[config.mk]
export PLATFORM = sky130hd
export DESIGN_NAME = sequencer_row
export DESIGN_NICKNAME = d
export VERILOG_FILES = /design/src/rtl/sequencer_row.sv
export SDC_FILE = /design/constraint.sdc
export NUM_CORES = 2
export LEC_CHECK = 0
export ABC_AREA = 1
export ABC_CLOCK_PERIOD_IN_PS = 4000
export CAP_MARGIN = 0
export CELL_PAD_IN_SITES_DETAIL_PLACEMENT = 0
export CELL_PAD_IN_SITES_GLOBAL_PLACEMENT = 1
export CORE_AREA = 3 3 434 436
export CTS_CLUSTER_SIZE = 16
export DETAILED_ROUTE_END_ITERATION = 12
export DIE_AREA = 0 0 437 439
export MAX_ROUTING_LAYER = met4
export PLACE_DENSITY_LB_ADDON = 0.12
export SETUP_SLACK_MARGIN = 0.1
export SYNTH_ARGS = -nofsm -noshare
export SYNTH_HDL_FRONTEND = slang
export SYNTH_SLANG_ARGS = --single-unit
[constraint.sdc]
create_clock -name clk -period 4 [get_ports clk]
set_input_delay 0.6 -clock clk [delete_from_list [all_inputs] [get_ports clk]]
set_output_delay 0.6 -clock clk [all_outputs]
set_load 0.05 [all_outputs]
[src/rtl/sequencer_row.sv]
// Row-level sequencer that keeps a sorted key array and runs LOAD/SCAN/INSERT/DELETE on it.
// Define SEQROW_EARLY_EXIT_EN to end the compare phase at the first group holding a qualifying key.
module sequencer_row #(
    parameter int CELL_SIZE  = 8,
    parameter int ITEM_CELLS = 4,
    parameter int ITEMS      = 16,
    parameter int LANES      = 4,
    localparam int KEY_W     = CELL_SIZE * ITEM_CELLS,
    localparam int ROW_W     = KEY_W * ITEMS,
    localparam int IDXW      = $clog2(ITEMS + 1)
) (
    input  logic             clk,
    input  logic             rst_n,
    input  logic             op_valid,
    output logic             op_ready,
    input  logic [1:0]       op_code,
    input  logic [KEY_W-1:0] target,
    input  logic [ROW_W-1:0] row_i,
    input  logic [IDXW-1:0]  cnt_i,
    output logic [ROW_W-1:0] row_o,
    output logic [IDXW-1:0]  cnt_o,
    output logic             done,
    output logic             hit,
    output logic [IDXW-1:0]  ins_pt,
    output logic             ovf,
    output logic [KEY_W-1:0] ovf_item
);

    localparam int NGRP = ITEMS / LANES;
    localparam int GW   = (NGRP > 1) ? $clog2(NGRP) : 1;

    localparam logic [1:0] S_IDLE  = 2'd0;
    localparam logic [1:0] S_CMP   = 2'd1;
    localparam logic [1:0] S_SHIFT = 2'd2;
    localparam logic [1:0] S_FIN   = 2'd3;

    localparam logic [1:0] OP_LOAD   = 2'd0;
    localparam logic [1:0] OP_SCAN   = 2'd1;
    localparam logic [1:0] OP_INSERT = 2'd2;
    localparam logic [1:0] OP_DELETE = 2'd3;

    logic [1:0]       state;
    logic [1:0]       op_q;
    logic [KEY_W-1:0] tgt_q;
    logic [GW-1:0]    grp;
    logic             found_q;
    logic             hitw_q;
    logic [IDXW-1:0]  insw_q;
    logic             run_q;

    logic             lane_hit;
    logic             lane_eq;
    logic [IDXW-1:0]  lane_idx;
    int               idx;
    int               ngrp;
    logic             last_grp;
    logic             cmp_end;
    logic [IDXW-1:0]  ins_fin;
    logic             hit_fin;

    logic [ROW_W-1:0] new_row;
    logic [IDXW-1:0]  new_cnt;
    logic             new_ovf;
    logic [KEY_W-1:0] new_ovf_item;

    assign op_ready = (state == S_IDLE) && run_q;

    // One lane group per cycle; the lowest qualifying lane wins.
    always_comb begin
        lane_hit = 1'b0;
        lane_eq  = 1'b0;
        lane_idx = '0;
        idx      = 0;
        for (int l = LANES - 1; l >= 0; l--) begin
            idx = int'(grp) * LANES + l;
            if (idx < int'(cnt_o) && row_o[idx*KEY_W +: KEY_W] >= tgt_q) begin
                lane_hit = 1'b1;
                lane_eq  = (row_o[idx*KEY_W +: KEY_W] == tgt_q);
                lane_idx = IDXW'(idx);
            end
        end
        ngrp = (int'(cnt_o) + LANES - 1) / LANES;
        if (ngrp == 0) ngrp = 1;
        last_grp = (int'(grp) == ngrp - 1);
        if (found_q) begin
            ins_fin = insw_q;
            hit_fin = hitw_q;
        end else if (lane_hit) begin
            ins_fin = lane_idx;
            hit_fin = lane_eq;
        end else begin
            ins_fin = cnt_o;
            hit_fin = 1'b0;
        end
    end

`ifdef SEQROW_EARLY_EXIT_EN
    assign cmp_end = last_grp || lane_hit;
`else
    assign cmp_end = last_grp;
`endif

    // Row rewrite for INSERT/DELETE; slots above cnt are already all-ones.
    always_comb begin
        new_row      = row_o;
        new_cnt      = cnt_o;
        new_ovf      = 1'b0;
        new_ovf_item = '0;
        if (op_q == OP_INSERT) begin
            if (int'(cnt_o) == ITEMS) begin
                new_ovf      = 1'b1;
                new_ovf_item = (int'(insw_q) == ITEMS) ? tgt_q : row_o[ROW_W-1 -: KEY_W];
            end else begin
                new_cnt = cnt_o + IDXW'(1);
            end
            if (int'(insw_q) < ITEMS) begin
                for (int i = 1; i < ITEMS; i++) begin
                    if (i > int'(insw_q)) new_row[i*KEY_W +: KEY_W] = row_o[(i-1)*KEY_W +: KEY_W];
                end
                new_row[int'(insw_q)*KEY_W +: KEY_W] = tgt_q;
            end
        end else if (op_q == OP_DELETE && hitw_q) begin
            new_cnt = cnt_o - IDXW'(1);
            for (int i = 0; i < ITEMS - 1; i++) begin
                if (i >= int'(insw_q)) new_row[i*KEY_W +: KEY_W] = row_o[(i+1)*KEY_W +: KEY_W];
            end
            new_row[ROW_W-1 -: KEY_W] = '1;
        end
    end

    always_ff @(posedge clk) begin
        if (!rst_n) begin
            state    <= S_IDLE;
            run_q    <= 1'b0;
            op_q     <= OP_LOAD;
            tgt_q    <= '0;
            grp      <= '0;
            found_q  <= 1'b0;
            hitw_q   <= 1'b0;
            insw_q   <= '0;
            row_o    <= '1;
            cnt_o    <= '0;
            done     <= 1'b0;
            hit      <= 1'b0;
            ins_pt   <= '0;
            ovf      <= 1'b0;
            ovf_item <= '0;
        end else begin
            run_q <= 1'b1;
            done  <= 1'b0;
            case (state)
                S_IDLE: begin
                    if (op_valid && op_ready) begin
                        op_q    <= op_code;
                        tgt_q   <= target;
                        grp     <= '0;
                        found_q <= 1'b0;
                        hitw_q  <= 1'b0;
                        insw_q  <= '0;
                        if (op_code == OP_LOAD) begin
                            row_o    <= row_i;
                            cnt_o    <= (int'(cnt_i) > ITEMS) ? IDXW'(ITEMS) : cnt_i;
                            hit      <= 1'b0;
                            ins_pt   <= '0;
                            ovf      <= 1'b0;
                            ovf_item <= '0;
                            done     <= 1'b1;
                            state    <= S_FIN;
                        end else begin
                            state <= S_CMP;
                        end
                    end
                end
                S_CMP: begin
                    if (!found_q && lane_hit) begin
                        found_q <= 1'b1;
                        hitw_q  <= lane_eq;
                        insw_q  <= lane_idx;
                    end
                    if (cmp_end) begin
                        if (op_q == OP_SCAN) begin
                            hit      <= hit_fin;
                            ins_pt   <= ins_fin;
                            ovf      <= 1'b0;
                            ovf_item <= '0;
                            done     <= 1'b1;
                            state    <= S_FIN;
                        end else begin
                            hitw_q <= hit_fin;
                            insw_q <= ins_fin;
                            state  <= S_SHIFT;
                        end
                    end else begin
                        grp <= grp + GW'(1);
                    end
                end
                S_SHIFT: begin
                    row_o    <= new_row;
                    cnt_o    <= new_cnt;
                    hit      <= hitw_q;
                    ins_pt   <= insw_q;
                    ovf      <= new_ovf;
                    ovf_item <= new_ovf_item;
                    done     <= 1'b1;
                    state    <= S_FIN;
                end
                default: state <= S_IDLE;
            endcase
        end
    end

endmodule

### After elaboration in Yosys (flattened, before gate mapping)

Cells that the tools add are included.

| word-level totals | value |
|---|---|
| memories | 0 |
| register bits after elaboration | 603 |
| input bits | 554 |
| output and inout port bits | 558 |
| word-level logic and storage cells | 303 |
| memory bits (read-only) | 0 |
| memory bits (writable) | 0 |
| latch bits | 0 |

| operators by class | value |
|---|---|
| bitwise logic cells | 1 |
| reductions and logical operators | 39 |
| div/mod/pow operators | 0 |
| shift-type cells | 6 |
| multiplexer cells | 140 |
| add/sub/neg operators | 11 |
| order comparisons | 40 |
| multiply operators | 0 |
| equal/unequal tests | 36 |

Operators with widths:

| kind | count |
|---|---|
| $mux 512 | 5 |
| $mux 32 | 68 |
| $shiftx 512x11->32 | 3 |
| $pmux 512 s2 | 1 |
| $bwmux 512 | 1 |
| $shift 32x33->512 const A | 1 |
| $shiftx 32x33->512 | 1 |
| $shiftx 512x10->32 | 1 |
| $eq 32x32->1 | 4 |
| $ge 32x32->1 | 4 |
| $mux 5 | 20 |
| $pmux 32 s3 | 1 |
| $reduce_and 6->1 | 15 |
| $ne 3x3->1 const B | 18 |
| $gt 4x5->1 const A | 8 |
| $ge 4x5->1 const A | 7 |
| $neg 10->33 | 1 |
| $add 32x1->32 | 1 |
| $eq 3x32->1 | 1 |
| $logic_not 32->1 | 1 |
| $sub 32x2->32 const B | 1 |
| $mux 1 | 29 |
| $ge 3x5->1 const A | 4 |
| $gt 3x5->1 const A | 4 |
| 37 further kinds | 73 |

### Logic depth before layout (Yosys ltp)

| depth | value |
|---|---|
| word-level depth | 13 |
| depth in mapped cells | 30 |
| gate-level depth less buffers | 27 |

### Worst setup path before layout

Ideal clock, no wire load.

| timing path | value |
|---|---|
| path kind | reg2reg |
| start point | reg grp[0] |
| end point | reg ins_pt[3] |
| stages on the path, launching flop included | 25 |
| period minus slack after synthesis | 3512 ps |
| path buffers | 4 |
| slack | 488 ps |
| data arrival time | 3442 ps |
| data required time | 3930 ps |
| setup time | 70 ps |
| cell sequence | dfxtp_1 -> inv_1 -> clkbuf_1 -> clkbuf_1 -> clkbuf_1 -> clkbuf_1 -> nand2_1 -> a21oi_1 -> ha_1 -> nand2_1 -> nor2_1 -> and2_1 -> nand3_1 -> nand2_1 -> nor2_1 -> nand2_1 -> nand2_1 -> nand2_1 -> nor2_1 -> nor2_1 -> nand2_1 -> nand3_1 -> o21ai_0 -> nand2_1 -> a21oi_1 |

| between the ends | value |
|---|---|
| cells in the longest elaborated chain, start to end | 13 |
| elaborated cells between the ends (all ways) | 35 |
| those cells by class | add/sub (3); order compare (8); eq/ne (2); shift (4); mux (13); reduce/logical (5) |

RTL lines:

| what | line | RTL |
|---|---|---|
| start, declared | 45 | `logic [GW-1:0] grp;` |
| start signal, assigned | 194 | `grp <= grp + GW'(1);` |
| $add 4x2->5 | 75 | `idx = int'(grp) * LANES + l;` |
| $shiftx 512x11->32 | 76 | `if (idx < int'(cnt_o) && row_o[idx*KEY_W +: KEY_W] >= tgt_q) begin` |
| $ge 32x32->1 | 76 |  |
| $logic_and 1x1->1 | 76 |  |
| $mux 5 / $mux 1 (equally long branches) (4 in a row) | 76 |  |
| $mux 5 | 88 | `end else if (lane_hit) begin` |
| $mux 5 | 85 | `if (found_q) begin` |
| $mux 5 | 181 | `if (op_q == OP_SCAN) begin` |
| $mux 5 | 180 | `if (cmp_end) begin` |
| $pmux 5 s3 | 151 | `case (state)` |
| end signal, assigned | 183 | `ins_pt <= ins_fin;` |
| end signal, assigned | 201 | `ins_pt <= insw_q;` |
| end, declared | 24 | `output logic [IDXW-1:0] ins_pt,` |

Several ways; a longest one is shown, not always the timed one. The select of a mux whose other input is x is not followed.
A chain may end at the register's enable or synchronous reset.

### Worst setup path after layout

| timing path | value |
|---|---|
| start point | reg grp[0] |
| end point | reg hit |

| between the ends | value |
|---|---|
| cells in the longest elaborated chain, start to end | 13 |
| elaborated cells between the ends (all ways) | 39 |
| those cells by class | add/sub (3); order compare (8); eq/ne (6); shift (4); mux (13); reduce/logical (5) |

RTL lines:

| what | line | RTL |
|---|---|---|
| $add 4x2->5 | 75 |  |
| $shiftx 512x11->32 | 76, 78 |  |
| $ge 32x32->1 | 76 |  |
| $logic_and 1x1->1 | 76 |  |
| $mux 1 (4 in a row) | 76 |  |
| $mux 1 | 88 |  |
| $mux 1 | 85 |  |
| $mux 1 | 181 |  |
| $mux 1 | 180 |  |
| $pmux 1 s3 | 151 |  |
| end signal, assigned | 182 | `hit <= hit_fin;` |
| end signal, assigned | 200 | `hit <= hitw_q;` |
| end, declared | 23 | `output logic hit,` |

Several ways; a longest one is shown, not always the timed one. The select of a mux whose other input is x is not followed.

==> qor.yml <==
max_cap_violations: 0
synth_cell_types: 60
synth_area_leader_cell: "dfxtp_1"
cp_top_family: "simple AND/OR/NAND/NOR gates"
cts_tree: "done"
powerDensity_nw_per_um2: 1050
drv_slew: 0
fillCellCount: 20500
combPwrFrac_pct: 69.4
grt_pass1_vias: 57200
dr.pass1.iters: 8
synthFlopType: "dfxtp_1"
grt_start_max_net_pins: 158
syn-cell-area_um2: 44000
clock_path_buffers: 3
clkPwrFrac_pct: 12.0
syn_avg_cell_area_um2: 6.20
io_buffers: 1111
synth_edf_count: 0
synth.area.top_cells: "dfxtp_1, nand2_1, a21oi_1"
critPathMaxStageDelay_ns: 0.44
grt_usage_pct: 42.2
initial_core_util_pct: 23.8
cts_root_buf: "clkbuf_16"
synth_seq_cells: 603
syn_to_final_growth_pct: 49.6
synthTopCellsByCount: "nand2_1, a21oi_1, o21ai_0"
rows: 158
synth_top_area_share_pct: 27.5
numClockSinks: 603
synth_nets: 7791
worstPathMaxFanout: 42
place_congestion: 1.05
antenna_left: 0
rsz0062_at_grt: "yes"
die_h_um: 439
dr_total_vias: 62600
clk_latency_ns: 0.76
dpl_worst_slack_ns: -0.137
crit_type: "flip-flop to flip-flop"
finalHoldViolCount: 0
fin_setup_tns_ns: 0
relSlewSlack_pct: 22.2
cts_made_buffers: 88
io_pins: 1112
drc_errors: 0
synth_most_common_cell: "nand2_1"
place_hpwl_um: 338000
status: "finished clean"
timing.critical_path.buf_inv: 5
setup_slack_ns: 0.166
drt_wl_total_um: 417000
leakagePower_nw: 29.5
fin_crit_ns: 3.83
internal-power_w: 0.0277
holdBufCountCts: 0
drive_gt1_share_pct: 12.1
clkTransAtPathRegs_ns: 0.06
crit_top_cell: "nand2_1"
vias_per_cell: 5.70
p_sw_share_pct: 60.0
ys_seq_area_share_pct: 27.5
first_iter_violations: 8411
antenna_found_initial: 55
max_freq_mhz: 261
fin_crit_sh_pct: 95.8
hp-class: "input pin to flip-flop"
fp.dieW_um: 437
tightest_slew_ns: 1.17
crit_slowest_cell: "dfxtp_4"
p_seq_share_pct: 18.6
wl_per_cell_um: 38.0
cp_data_required_time_ns: 4.67
grt_pass1_wl_um: 540000
setup.worst_path.start_class: "flip-flop"
die_area_um2: 192000
yosys_warnings: 0
async_reset_ff_share_pct: 0
netSwitchingPower_w: 0.0415
overflow: 0
hold_ws_ns: 0.363
fin_nets: 9111
crit_arrival_ns: 4.50
finClkSkew_ns: 0.0317
coreArea_um2: 185000
cp-end-kind: "flip-flop"
h-tree-depth: 3
finalSetupViolCount: 0
peakVddDrop_mv: 0.700
synthCells: 7091
[layer usage]
metal / up-vias / part of all wire (%) / global-route usage (%)
met5: - / 0 / -
li1: 27100 / - / -
met4: 0 / 4.4 / 14.6
met2: 3938 / 38 / 54.3
met1: 31100 / 46 / 60.5
met3: 462 / 12 / 13.2
[area by class of cell]
cell class,count,area [um^2],area share [%]
diodes,24,60.1,0.0913
clock buffers,137,2710,4.12
clock inverters,22,194,0.295
inverters,586,2280,3.47
multi-input cells,5300,27600,41.9
flip-flops and latches,603,12100,18.4
well taps,2480,3100,4.72
repair buffers,1830,17800,27.0
repair inverters,2,20.0,0.0304
[per-stage QoR]
stage / utilization (%) / instances / area [um^2] / total power (W)
after CTS: 35.1 / 10900 / 65000 / 0.0669
after floorplan: - / 7091 / 44000 / 0.0345
after global placement: 33.5 / 10800 / 62100 / 0.0585
final: 35.5 / 11000 / 65800 / 0.0692
after detailed placement: 33.5 / 10800 / 62100 / 0.0584
after global routing: 35.5 / 11000 / 65700 / 0.0712
[worst paths after layout]
path	start	to	slack (ns)	cells past startpoint
setup / recovery	grp[0]	hit	0.17	26
hold / removal	rst_n	run_q	0.36	2
setup reg to reg	grp[0]	hit	0.17	26
hold reg to reg	ovf_item[23]	ovf_item[23]	0.46	2
[registers in the layout (all words and copies together) (netlist names), 2 cells and up]
register	count
tgt_q	32
ins_pt	5
row_o	512
state	2
ovf_item	32
grp	2
cnt_o	5
op_q	2
insw_q	5
[cell usage in the layout, fill, tap and decap left out, types with 159 or more instances in the layout]
cell type / n
nand3_1: 298
a21oi_1: 1028
dfxtp_1: 601
inv_1: 553
o211ai_1: 320
o221ai_1: 159
nor2_1: 330
clkdlybuf4s50_1: 1110
nand2_1: 1680
buf_4: 618
o21ai_0: 948
[power groups by stage]
stage	registers (W)	clock network (W)	logic, W
floorplan	0.0183	0	0.0163
global route	0.0128	0.00854	0.0500
CTS	0.0126	0.00837	0.0460
detailed placement	0.0126	0	0.0457
global placement	0.0127	0	0.0458
finish	0.0129	0.00830	0.0480
[logic make-up after synthesis]
logic type / synth area share, %
buffers and inverters: 10.6
xor gates and xnor gates: 0.0797
adders and majority gates: 4.17
and+or+nand+nor: 21.9
AOI/OAI and AO/OA: 35.8
DFF: 27.5
[what timing repair did]
| item | in CTS | in global routing |
|---|---|---|
| cloned | 0 | 6 |
| setup endpoints to repair | 11 | 19 |
| buffers inserted | 0 | 14 |
| resized for setup | 13 | 111 |
| pin swaps | 0 | 17 |
Note: power is estimated with default switching activity, not from simulation.
